[config.mk]
export PLATFORM = sky130hd
export DESIGN_NAME = param_rr_enc
export DESIGN_NICKNAME = d
export VERILOG_FILES = /design/src/rtl/param_rr_enc.sv
export SDC_FILE = /design/constraint.sdc
export NUM_CORES = 1
export LEC_CHECK = 0
export CAP_MARGIN = 20
export CORE_AREA = 3 3 40 42
export CTS_BUF_LIST = sky130_fd_sc_hd__clkbuf_2 sky130_fd_sc_hd__clkbuf_4 sky130_fd_sc_hd__clkbuf_8
export CTS_CLUSTER_SIZE = 24
export DETAILED_ROUTE_END_ITERATION = 12
export DIE_AREA = 0 0 43 45
export GPL_ROUTABILITY_DRIVEN = 0
export PLACE_DENSITY = 0.54
export SLEW_MARGIN = 20
export SYNTH_ARGS = -nofsm -noshare
export SYNTH_HDL_FRONTEND = slang
export SYNTH_HIERARCHICAL = 1
export SYNTH_SLANG_ARGS = --single-unit
[constraint.sdc]
create_clock -name clk -period 2 [get_ports clk]
set_input_delay 0.6 -clock clk [delete_from_list [all_inputs] [get_ports clk]]
set_output_delay 0.6 -clock clk [all_outputs]
set_load 0.1 [all_outputs]
[src/rtl/param_rr_enc.sv]
// param_rr_enc: round-robin arbiter producing a registered binary grant index
// with a valid/ready handshake. A rotating priority pointer moves past every
// accepted grant, so each requester is served in turn.
//
// Ports:
//   clk         - clock, rising edge
//   rst_n       - asynchronous active-low reset
//   req         - request vector, bit i = requester i
//   grant_ready - consumer accepts the current grant
//   grant_valid - grant_idx holds a valid grant
//   grant_idx   - binary index of the granted requester (registered)

// Combinational arb(req, ptr): first set request scanning from ptr upward,
// wrapping modulo req_width. One candidate slot per priority position k.
module param_rr_enc_arb #(
  parameter int req_width = 4,
  parameter int idx_width = 2
) (
  input  logic [req_width-1:0] req,
  input  logic [idx_width-1:0] ptr,
  output logic                 found,
  output logic [idx_width-1:0] idx
);
  localparam logic [idx_width:0] RW = (idx_width+1)'(req_width);

  logic [req_width-1:0][idx_width-1:0] cand;
  logic [req_width-1:0]                hit;
  // seen[k]: some candidate at priority 0..k-1 already hit
  logic [req_width:0]                  seen;
  logic [req_width:0][idx_width-1:0]   acc;

  assign seen[0] = 1'b0;
  assign acc[0]  = '0;

  for (genvar k = 0; k < req_width; k++) begin : g_slot
    logic [idx_width:0] sum;
    // ptr + k < 2*req_width, so a single conditional subtract wraps it
    assign sum       = {1'b0, ptr} + (idx_width+1)'(k);
    assign cand[k]   = (sum >= RW) ? idx_width'(sum - RW) : sum[idx_width-1:0];
    assign hit[k]    = req[cand[k]];
    assign seen[k+1] = seen[k] | hit[k];
    assign acc[k+1]  = acc[k] | ({idx_width{hit[k] & ~seen[k]}} & cand[k]);
  end

  assign found = seen[req_width];
  assign idx   = acc[req_width];
endmodule

module param_rr_enc #(
  parameter int req_width = 4,
  parameter int idx_width = 2
) (
  input  logic                 clk,
  input  logic                 rst_n,
  input  logic [req_width-1:0] req,
  input  logic                 grant_ready,
  output logic                 grant_valid,
  output logic [idx_width-1:0] grant_idx
);
  typedef enum logic {IDLE, GRANT} state_t;

  state_t               state_q, state_d;
  logic [idx_width-1:0] idx_q, idx_d;
  logic [idx_width-1:0] ptr_q, ptr_d;
  logic [idx_width-1:0] ptr_adv;
  logic                 found_cur, found_adv;
  logic [idx_width-1:0] arb_cur, arb_adv;

  // Pointer after accepting idx_q; explicit wrap keeps non-power-of-two
  // widths in range.
  assign ptr_adv = (idx_q == idx_width'(req_width-1)) ? '0 : idx_q + 1'b1;

  // Fresh arbitration from the current pointer (IDLE)
  param_rr_enc_arb #(.req_width(req_width), .idx_width(idx_width)) u_arb_cur (
    .req(req), .ptr(ptr_q), .found(found_cur), .idx(arb_cur)
  );

  // Back-to-back arbitration from the post-accept pointer (GRANT + ready)
  param_rr_enc_arb #(.req_width(req_width), .idx_width(idx_width)) u_arb_adv (
    .req(req), .ptr(ptr_adv), .found(found_adv), .idx(arb_adv)
  );

  always_ff @(posedge clk or negedge rst_n) begin
    if (!rst_n) begin
      state_q <= IDLE;
      idx_q   <= '0;
      ptr_q   <= '0;
    end else begin
      state_q <= state_d;
      idx_q   <= idx_d;
      ptr_q   <= ptr_d;
    end
  end

  always_comb begin
    state_d = state_q;
    idx_d   = idx_q;
    ptr_d   = ptr_q;
    case (state_q)
      IDLE: begin
        if (found_cur) begin
          idx_d   = arb_cur;
          state_d = GRANT;
        end
      end
      GRANT: begin
        // Without ready the grant is frozen, whatever req does
        if (grant_ready) begin
          ptr_d = ptr_adv;
          if (found_adv) idx_d   = arb_adv;
          else           state_d = IDLE;
        end
      end
      default: state_d = IDLE;
    endcase
  end

  assign grant_valid = (state_q == GRANT);
  assign grant_idx   = idx_q;
endmodule

* Word level (Yosys, flattened, before mapping) *
Index checks and enable logic that the tools add are counted.
Widths: inputs -> output; s select.

operators by class
  add/sub/neg operators = 15
  muxes and demuxes = 33
  magnitude comparators = 16
  eq/ne operators = 4
  bitwise operators = 33
  reduce and logical (&&, ||, !) cells = 2

operator list
  kind                 number
  $lt 2x3->1 const B   8
  $mux 2               12
  $ge 3x3->1 const B   6
  $and 2x2->2          8
  $bmux 1 s2           8
  $sub 2x1->2 const B  8
  $add 2x2->3 const B  4
  $or 2x2->2           6
  $mux 1               11
  $not 1->1            7
  $add 2x1->3 const B  2
  $and 1x1->1          6
  $ge 2x3->1 const B   2
  $or 1x1->1           6
  $ne 2x2->1 const B   2
  $pmux 2 s2           1
  $reduce_and 3->1     1
  $add 2x1->2 const B  1
  $eq 2x2->1 const B   1
  $ne 2x1->1 const B   1
  $pmux 1 s2           1
  $reduce_and 2->1     1

storage, ports and cells
  output and inout bits = 3
  flip-flop bits (word level) = 5
  bits of input ports = 7

* Logic depth before layout (Yosys ltp) *
Gate-level depths: netlist of the first run.

  word-level depth = 16
  mapped depth = 7
  mapped depth without buffers = 7

* Cells and area by module *
The synthesis of the first run kept the hierarchy.

by module, submodules not included
  module            seq. area each (µm²)  instances  area each (µm²)  cells an instance
  param_rr_enc      125.1                 1          250.2            21
  param_rr_enc_arb  0.0                   2          77.6             13

* Worst setup path before layout of the first run *
OpenSTA, ideal clock, no wires.

  path type = flip-flop to flip-flop
  start = register idx_q[0], in the netlist grant_idx[0]
  end = register idx_q[0], in the netlist grant_idx[0]
  clock period less this slack = 2.173 ns
  cell stages (with the launch flop) = 7
  setup slack = -0.173 ns
  data arrival time = 2.047 ns
  required time = 1.874 ns
  library setup time = 0.126 ns
  path through = dfrtp_1 ha_1 nand2b_1 a21oi_1 a211oi_2 nand4b_1 o311a_1

between the ends
  cells in the longest elaborated chain, start to end = 16
  elaborated cells on any way between the ends = 47
  those cells by class = add/sub (8); order compare (4); eq/ne (2); mux (16); bitwise (16); reduce/logical (1)

RTL lines
  element                                            line  RTL
  from (decl)                                        63    logic [idx_width-1:0] idx_q, idx_d;
  from (signal assigned)                             90    idx_q <= idx_d;
  $add 2x1->2 / $eq 2x2->1 (equally long branches)   71    assign ptr_adv = (idx_q == idx_width'(req_width-1)) ? '0 : idx_q + 1'b1;
  $mux 2 *                                           71
  via ptr_adv[1]                                     65    logic [idx_width-1:0] ptr_adv;
  $add 2x1->3                                        38    assign sum = {1'b0, ptr} + (idx_width+1)'(k);
  $ge 3x3->1 / $sub 2x1->2 (equally long branches)   39    assign cand[k] = (sum >= RW) ? idx_width'(sum - RW) : sum[idx_width-1:0];
  $mux 2                                             39
  $bmux 1 s2                                         40    assign hit[k] = req[cand[k]];
  $mux 1 (not written as such)                       40
  [2 not listed]                                     --
  $and 1x1->1 / $not 1->1 (equally long branches)    42    assign acc[k+1] = acc[k] | ({idx_width{hit[k] & ~seen[k]}} & cand[k]);
  $and 2x2->2 / $and 1x1->1 (equally long branches)  42
  $or 2x2->2 / $and 2x2->2 (equally long branches)   42
  $or 2x2->2 *                                       42
  via arb_adv[0]                                     67    logic [idx_width-1:0] arb_cur, arb_adv;
  $mux 2 *                                           110   if (found_adv) idx_d = arb_adv;
  $mux 2 *                                           108   if (grant_ready) begin
  $pmux 2 s2 *                                       99    case (state_q)

The timed path passes the listed nets; every way through them passes the cells marked *. The select of a mux whose other input is x is not followed.
A chain may end at the register's enable or synchronous reset.

* Worst setup path after layout of the first run *
  start = input req[2]
  end = register idx_q[0], in the netlist grant_idx[0]

between the ends
  elaborated cells on any way between the ends = 55
  those cells by class = eq/ne (2); mux (20); bitwise (32); reduce/logical (1)

RTL lines
  element                                           line    RTL
  from (decl)                                       55      input logic [req_width-1:0] req,
  $bmux 1 s2                                        40
  $mux 1 (not written as such)                      40
  $not 1->1 / $or 1x1->1 (equally long branches)    42, 41
  $and 1x1->1, or another cell as far along         42
  $and 2x2->2, or another cell as far along         42
  $or 2x2->2, or another cell as far along          42
  $or 2x2->2 / $and 2x2->2 (equally long branches)  42
  $or 2x2->2 *                                      42
  via arb_cur[0]                                    67
  $mux 2 *                                          101     if (found_cur) begin
  $pmux 2 s2 *                                      99

Marks and branches as above.

==> run summary, run 1 <==
Worst-margin pin slew = 313.2 ps
Worst-path clk slew = 40 ps
Seq pwr share = 0.256
Power density over the cells = 1189 nW/um^2
Clock network fraction of design power = 0.166
Fin Setup TNS = 0 ps
# placed instances = 78
Antenna Violating Nets Remaining = 0
Postcts setup bufs = 0
Diode count = 0
CTS tree = done
DP Wirelength = 727 um
Post-Syn Instances = 47
Fin. max-slew vios = 0
Final std cells w/o fill = 82
Highest achievable clock rate = 0.5299 GHz
Vias = 409
Placed cell area = 599.3 um^2
Ys Warns = 6
Finished Cell Area = 631.9 um^2
Final Hold Viols = 0
Worst-case clock buffer depth = 2
Req. time, crit path = 2110 ps
Int Pwr = 429.3 uW
Sw Pwr = 322.0 uW
Number of DRC markers after the initial detailed-route iteration = 13
Cts hold-fix bufs = 0
Area grow syn2layout = 55.86%
TritonRoute pass-1 iters = 4
WS Path Type = in2reg
VDD IR max = 0.0007663 V
Die area = 1935 um^2
Max-cap violation count = 0
Final min period = 1887 ps
Synthesized Nets = 55
Pin count of the biggest net entering global routing = 11
Vias per inst = 4.988
Initial antenna violation count = 0
Starting Density = 0.3155
H-tree lvl count = 1
Total GRT Usage = 0.1097
Max FO, Critical Path = 6
Comb power frac = 0.578
Switching Share = 0.4286
I/O pin total = 10
Root buffer cell = clkbuf_4
FP Rows = 13
Final net count = 76
Status = complete, no violations
Final setup fails = 0
Hold Crit Class = in2async
Worst hold margin = 577.5 ps
Max-slew headroom = 0.7912
Element type at the critical path end = flop
Register bit total from synthesis = 5
Cell Area, Synth = 405.4 um^2
# DRC = 0
Tcrit/Tclk final = 0.9437
Core box area = 1285 um^2
Worst Setup Start Kind = input port
Vias in the first global route = 377
Unique masters post-synth = 18
Synth Area per Inst = 8.625 um^2
PortBufs = 9
Setup Skew = 0.3417 ps
Share of layout cells above drive strength 1 = 0.3134
CTS Buf Count = 3
# resized after CTS = 0
Clock Latency Late Sink = 230 ps
Arr. time, crit path = 2000 ps
Global-route wire length before repair = 1531 um
Wire length per cell = 11.30 um
Gr ovfl total = 0
Register area share after synthesis = 0.3086
Leak Pwr = 0.2804 nW
RSZ-0062 raised after global routing = false
Total Wirelength = 927 um
Clk sinks = 5
Utilization after layout = 0.4917
Die X = 43 um
Die Ht = 45 um
path summary, 6_finish.rpt:
path	from	endpoint	slack (ps)	cells past startpoint
max in group asynchronous	rst_n	grant_idx[0]	1230	1
worst max-delay path	req[2]	grant_idx[0]	110	6
worst max register to register	grant_idx[0]	grant_idx[1]	290	7
min in group clk	ptr_q[0]	ptr_q[0]	600	1
worst min register to register	ptr_q[0]	ptr_q[0]	600	1
worst min-delay path	rst_n	ptr_q[1]	580	1
flip-flops by register name (all words and copies together), names as in the netlist:
register	count
grant_idx	2
ptr_q	2
grant_valid	1
worst max-delay path: stages:
cell and delay, ps:
clkdlybuf4s50_1 590, nand2b_1 80, a21oi_1 180, a211oi_2 60, or3b_1 380, o311a_1 110
cells in the final DEF (no fill, tap or decap), drive strengths merged, types with 2 or more instances in the layout:
master and count:
mux2i 2, clkbuf 4, buf 10, nand4b 2, or3b 2, a21oi 2, a211oi 4, clkdlybuf4s50 5
nand2 5, mux2 2, nor3b 2, nor2 10, nand2b 4, dfrtp 5, o311a 2
cells in the mapped netlist, drive strengths merged:
master	number	area, um^2
nor2	10	37.54
dfrtp	5	125.1
nand2	5	18.77
a211oi	4	40.03
nand2b	4	25.02
a21oi	2	10.01
mux2	2	22.52
mux2i	2	20.02
nand4b	2	17.52
nor3b	2	15.01
o311a	2	20.02
or3b	2	17.52
a31oi	1	6.260
and3	1	7.510
ha	1	12.51
inv	1	3.750
nor2b	1	6.260
per-stage QoR:
step	total power, mW	worst slack, ps
5_1_grt	0.8019	57.43
6_report	0.7513	112.7
3_5_place_dp	0.6312	-155.9
4_1_cts	0.7626	82.86
2_1_floorplan	0.4827	131.2
3_3_place_gp	0.6304	-148.3
routing by layer:
metal  vias up  share of wire  track usage
met2         9           0.45       0.1587
met5         -              0            0
met1       188           0.49       0.1373
met4         0              0      0.09036
met3         0          0.058      0.02789
li1        212              -            -
area by class of cell:
cell class / count / area [um^2]
clock buffers: 4 / 30.03
fillers: 127 / 653.1
inverters: 1 / 3.754
multi-input cells: 41 / 276.5
flip-flops and latches: 5 / 127.6
well taps: 15 / 18.77
repair buffers: 16 / 175.2
power groups by stage:
stage	clock network (mW)	logic [mW]	registers [mW]
after detailed placement	0	0.437	0.194
after global placement	0	0.435	0.196
after floorplan	0	0.194	0.289
after global routing	0.135	0.465	0.203
final	0.125	0.434	0.192
after CTS	0.131	0.439	0.193
kinds of logic (layout without fill, tap and decap cells):
family / count (synthesis) / in the layout / share of synthesized area
AND/OR/NAND/NOR: 27 / 27 / 0.3581
AO/OA/AOI/OAI: 9 / 9 / 0.1883
flip-flops: 5 / 5 / 0.3086
multiplexers: 4 / 4 / 0.1049
adder cells (fa/ha/maj): 1 / 1 / 0.03086
buffers and inverters: 1 / 21 / 0.009250
Power figures use the tool's default switching activity.
==> inputs of run 2 (changes only) <==
Settings changed: PLACE_DENSITY 0.54 to 0.53, SYNTH_HIERARCHICAL 1 to default.
Clock period 2 ns to 2.3 ns, I/O delays scaled along.
==> run 2 against run 1 <==
Effect of this change: clock skew rose by 0.81 ps; global-route usage fell by 0.59 points; core utilization fell by 6.9 points; first-iteration DRC count fell by 46%; synthesized cell count rose by 2.1%; clock-buffer cell count did not move; highest routed layer unchanged.
==> run summary, run 2 <==
Area leader, netlist = dfrtp_1
Simple-Gate Fraction of Synth Area = 0.2327
Critical path's slowest cell = clkdlybuf4s50_1
Hold Crit Class = reg2reg
Setup Skew = 1.153 ps
Power density over the cells = 1219 nW/um^2
Die area = 1935 um^2
Fin Setup TNS = 0 ps
Post-Syn Instances = 48
Synth Area per Inst = 8.289 um^2
Highest achievable clock rate = 0.5058 GHz
CP startpoint = req[1]
Fin. max-slew vios = 0
Register bit total from synthesis = 5
Status = complete, no violations
Postcts setup bufs = 0
R2R cell count = 5
Int Pwr = 343.9 uW
Most common cell after layout, fill and taps aside = nor2_1
Seq pwr share = 0.262
Arr. time, crit path = 2070 ps
Die X = 43 um
Worst-path clk slew = 40 ps
Cell Area, Synth = 397.9 um^2
Number of DRC markers after the initial detailed-route iteration = 7
Switching Share = 0.4806
I/O pin total = 10
Setup slack, reg-to-reg = 350 ps
H-tree lvl count = 1
Antenna Violating Nets Remaining = 0
Worst Setup Start Kind = input port
FP Rows = 13
DP Wirelength = 717.3 um
Clock Latency Late Sink = 230 ps
Register area share after synthesis = 0.3145
TritonRoute pass-1 iters = 3
Area share of the leading cell type in the synthesized netlist = 0.3145
XOR/XNOR share of the synthesized area = 0
Wire length per cell = 12.29 um
Pin count of the biggest net entering global routing = 9
PortBufs = 9
Critical Path, Cell by Cell = clkdlybuf4s50_1 -> nand2b_1 -> nor4b_1 -> a2111oi_0 -> a211oi_1
Clock network fraction of design power = 0.165
Max FO, Critical Path = 7
Max incr delay on CP = 590 ps
Req. time, crit path = 2390 ps
VDD IR max = 0.0007328 V
# DRC = 0
Final Hold Viols = 0
CTS Buf Count = 3
Layout fillers = 140
Starting Density = 0.3096
Post-synth ARST share = 1.000
Diode count = 0
# resized after CTS = 0
RSZ-0062 raised after global routing = false
Synthesized Nets = 56
Utilization after layout = 0.4226
Gr ovfl total = 0
Worst R2R Start = grant_idx[0]
CP top delay family = buffers and inverters
Unique masters post-synth = 27
Top FF cell, synth = dfrtp_1
Die Ht = 45 um
Max-cap violation count = 0
Final setup fails = 0
Multiplexer area fraction after synthesis = 0.05660
Leak Pwr = 0.2368 nW
Most frequent cells in the layout = 7 x nor2_1, 6 x clkdlybuf4s50_1, 5 x a21oi_1, 5 x buf_4, 4 x clkbuf_4
Clk sinks = 5
Share of layout cells above drive strength 1 = 0.1935
WS Path Type = in2reg
CP Depth = 5
Ys Warns = 0
Area fraction in compound gates after synthesis = 0.3270
Root buffer cell = clkbuf_4
Total Wirelength = 946 um
Area grow syn2layout = 36.48%
Global-route wire length before repair = 1504 um
CP endpoint = grant_idx[1]
Max-slew headroom = 0.7249
Worst-margin pin slew = 402.3 ps
Largest family of logic cells by synthesized area = compound AO/OA/AOI/OAI gates
Hold path cells = 1
Initial antenna violation count = 0
Vias = 398
CP Buf/Inv Count = 1
Post-synth EDFFs = 0
Vias in the first global route = 370
Tcrit/Tclk final = 0.8596
Comb power frac = 0.573
Adder-Cell Fraction of Synth Area = 0.03145
CTS tree = done
Vias per inst = 5.169
Top post-synthesis cells by area = dfrtp_1 31%, nor2_1 6.6%, a21oi_1 6.3%, mux2_1 5.7%, o21ai_0 3.8%
Final min period = 1977 ps
Reg-to-reg endpoint = grant_idx[0]
Final net count = 71
Element type at the critical path end = flop
Core box area = 1285 um^2
Most instantiated cells after synthesis = 7 x nor2_1, 5 x a21oi_1, 5 x dfrtp_1
Sw Pwr = 318.2 uW
Total GRT Usage = 0.1039
Worst-case clock buffer depth = 2
Most frequent cell after synthesis = nor2_1
Cts hold-fix bufs = 0
[run 2: cells by family (layout without fill, tap and decap cells)]
| kind of cell | after synthesis | in the layout |
|---|---|---|
| multiplexers | 2 | 2 |
| flip-flops | 5 | 5 |
| buffers and inverters | 4 | 18 |
| AND/OR/NAND/NOR | 17 | 17 |
| adder cells (fa/ha/maj) | 1 | 1 |
| AO/OA/AOI/OAI | 19 | 19 |
[run 2: cell type report]
| cell class | instances | area, um^2 | area share |
|---|---|---|---|
| Clock buffer | 4 | 30.03 | 0.05530 |
| Timing Repair Buffer | 11 | 97.59 | 0.1797 |
| Sequential cell | 5 | 127.6 | 0.2350 |
| Multi-Input combinational cell | 39 | 257.7 | 0.4747 |
| Inverter | 3 | 11.26 | 0.02074 |
| Tap cell | 15 | 18.77 | 0.03456 |
[run 2: through the flow]
stage                     total power, mW  cells  setup WS [ps]  cell area [um^2]  hold slack (ps)
after detailed placement           0.5536     73          96.33             513.0            588.6
after CTS                          0.6689     77          335.4             543.0            599.6
after global routing               0.7161     77          182.9             543.0            622.0
after global placement             0.5569     73          29.26             513.0            604.2
final                              0.6621     77          323.0             543.0            602.2
after floorplan                    0.4629     48          191.2             400.4            394.4
[run 2: power by group through the flow]
stage / Combinational [mW] / Sequential [mW] / Clock, mW
2_1_floorplan: 0.182 / 0.281 / 0
3_3_place_gp: 0.383 / 0.174 / 0
3_5_place_dp: 0.381 / 0.172 / 0
4_1_cts: 0.383 / 0.172 / 0.115
5_1_grt: 0.414 / 0.180 / 0.123
6_report: 0.380 / 0.173 / 0.109
[run 2: how the worst min path moves through the flow]
stage               slack (ps)    startpoint           end
floorplan                  390         rst_n  grant_idx[0]
global placement           600      ptr_q[0]      ptr_q[0]
detailed placement         590      ptr_q[0]      ptr_q[0]
CTS                        600      ptr_q[0]      ptr_q[0]
global route               620  grant_idx[1]  grant_idx[1]
finish                     600      ptr_q[0]      ptr_q[0]
[run 2: worst register-to-register path: cells and delay by family, from the launching register on]
family                     cells  cell delay (ps)
AOI/OAI and AO/OA              3              640
and+or+nand+nor                1              390
DFF                            1              430
adders and majority gates      1              400
[run 2: per-layer routing]
metal / up-vias / part of all wire / global-route usage
li1: 211 / - / -
met1: 178 / 0.49 / 0.1250
met2: 9 / 0.47 / 0.1677
met3: 0 / 0.045 / 0.01992
met4: 0 / 0 / 0.07229
met5: - / 0 / 0
==> inputs of run 3 (changes only) <==
Settings changed: GPL_TIMING_DRIVEN from default to 0.
==> run 3 against run 2 <==
Effect of this change: maximum frequency fell by 11%; worst hold slack got worse by 5.4 ps; core utilization fell by 1.4 points; flip-flop and latch count did not move; critical endpoint is now grant_valid; highest routed layer unchanged; register-to-register slack got worse by 40 ps; sequential power barely moved; clock power barely moved; critical path depth fell by 4.
==> run summary, run 3 (synthesis gave the netlist of run 2 again) <==
CTS tree = done
Die Ht = 45 um
Reg-to-reg endpoint = grant_idx[0]
Area grow syn2layout = 32.08%
Starting Density = 0.3096
Diode count = 0
CP top delay family = buffers and inverters
Worst R2R Start = grant_idx[0]
Max FO, Critical Path = 6
Critical path's slowest cell = dlygate4sd2_1
Global-route wire length before repair = 1731 um
Vias in the first global route = 391
Final Hold Viols = 0
Hold Path End = ptr_q[0]
Max incr delay on CP = 880 ps
Fin Setup TNS = 0 ps
Most frequent cells in the layout = 7 x nor2_1, 5 x a21oi_1, 5 x clkdlybuf4s50_1
Number of DRC markers after the initial detailed-route iteration = 7
Fin. max-slew vios = 0
CP Buf/Inv Count = 1
RSZ-0062 raised after global routing = false
FP Rows = 13
VDD IR max = 0.0008190 V
Power density over the cells = 1240 nW/um^2
PortBufs = 8
Arr. time, crit path = 1540 ps
H-tree lvl count = 1
I/O pin total = 10
WS Path Type = reg2out
Req. time, crit path = 1610 ps
Core box area = 1285 um^2
Critical Path, Cell by Cell = dlygate4sd2_1
Hold Crit Class = reg2reg
Tcrit/Tclk final = 0.9694
Total power = 651.8 uW
CTS Buf Count = 3
# placed instances = 71
Wire length per cell = 12.59 um
Worst-path clk slew = 40 ps
Status = complete, no violations
Final min period = 2230 ps
Highest achievable clock rate = 0.4485 GHz
Postcts setup bufs = 0
Total Wirelength = 944 um
Worst-case clock buffer depth = 2
Leak Pwr = 0.2225 nW
Die X = 43 um
Hold path cells = 1
Layout fillers = 135
Share of layout cells above drive strength 1 = 0.1167
R2R cell count = 5
Most common cell after layout, fill and taps aside = nor2_1
Final net count = 69
Max-slew headroom = 0.3660
Max-cap violation count = 0
Setup slack, reg-to-reg = 310 ps
Final std cells w/o fill = 75
Final setup fails = 0
Setup Skew = 2.037 ps
Initial antenna violation count = 0
DP Wirelength = 729.2 um
Element type at the critical path end = output port
Clk sinks = 5
# resized after CTS = 3
Cts hold-fix bufs = 0
Worst Setup Start Kind = flop
Hold path startpoint = ptr_q[0]
Gr ovfl total = 0
Utilization after layout = 0.4090
TritonRoute pass-1 iters = 4
# DRC = 0
Antenna Violating Nets Remaining = 0
Die area = 1935 um^2
Clock Latency Late Sink = 230 ps
Total GRT Usage = 0.1215
Pin count of the biggest net entering global routing = 9
Worst-margin pin slew = 954.7 ps
Root buffer cell = clkbuf_4
Vias = 419
Vias per inst = 5.587
## run 3: worst max path at each step
stage                 start           end  slack, ps  cells past startpoint
5_1_grt         grant_valid   grant_valid         20                      1
2_1_floorplan  grant_idx[0]  grant_idx[0]        190                      5
6_report        grant_valid   grant_valid         70                      1
4_1_cts         grant_valid   grant_valid         60                      1
3_3_place_gp         req[1]  grant_idx[1]        -30                      5
3_5_place_dp         req[1]  grant_idx[1]         20                      5
## run 3: metal layers
metal	up-vias	global-route usage	wire, um	part of all wire
li1	207	-	-	-
met1	197	0.1499	439	0.47
met2	15	0.1856	443	0.47
met3	0	0.02789	61	0.065
met4	0	0.09036	0	0
met5	-	0	0	0
## run 3: power by group
part | switching, mW | internal, mW
registers | 0.0460 | 0.125
logic | 0.239 | 0.133
clock network | 0.0314 | 0.0770
total | 0.316 | 0.335
## run 3: area by class of cell
cell class / count / area (um^2) / share of cell area
timing repair buffer: 8 / 76.32 / 0.1452
tap: 15 / 18.77 / 0.03571
multi-input combinational: 39 / 257.7 / 0.4905
buffer: 1 / 3.754 / 0.007143
inverter: 3 / 11.26 / 0.02143
clock buffer: 4 / 30.03 / 0.05714
sequential: 5 / 127.6 / 0.2429
## run 3: through the flow
step	area, um^2	setup slack, ps	hold WS, ps
detailed placement	499.2	16.62	588.7
CTS	525.5	59.31	601.2
floorplan	400.4	191.2	394.4
global placement	499.2	-31.63	586.3
global route	525.5	15.74	623.4
finish	525.5	70.48	596.8
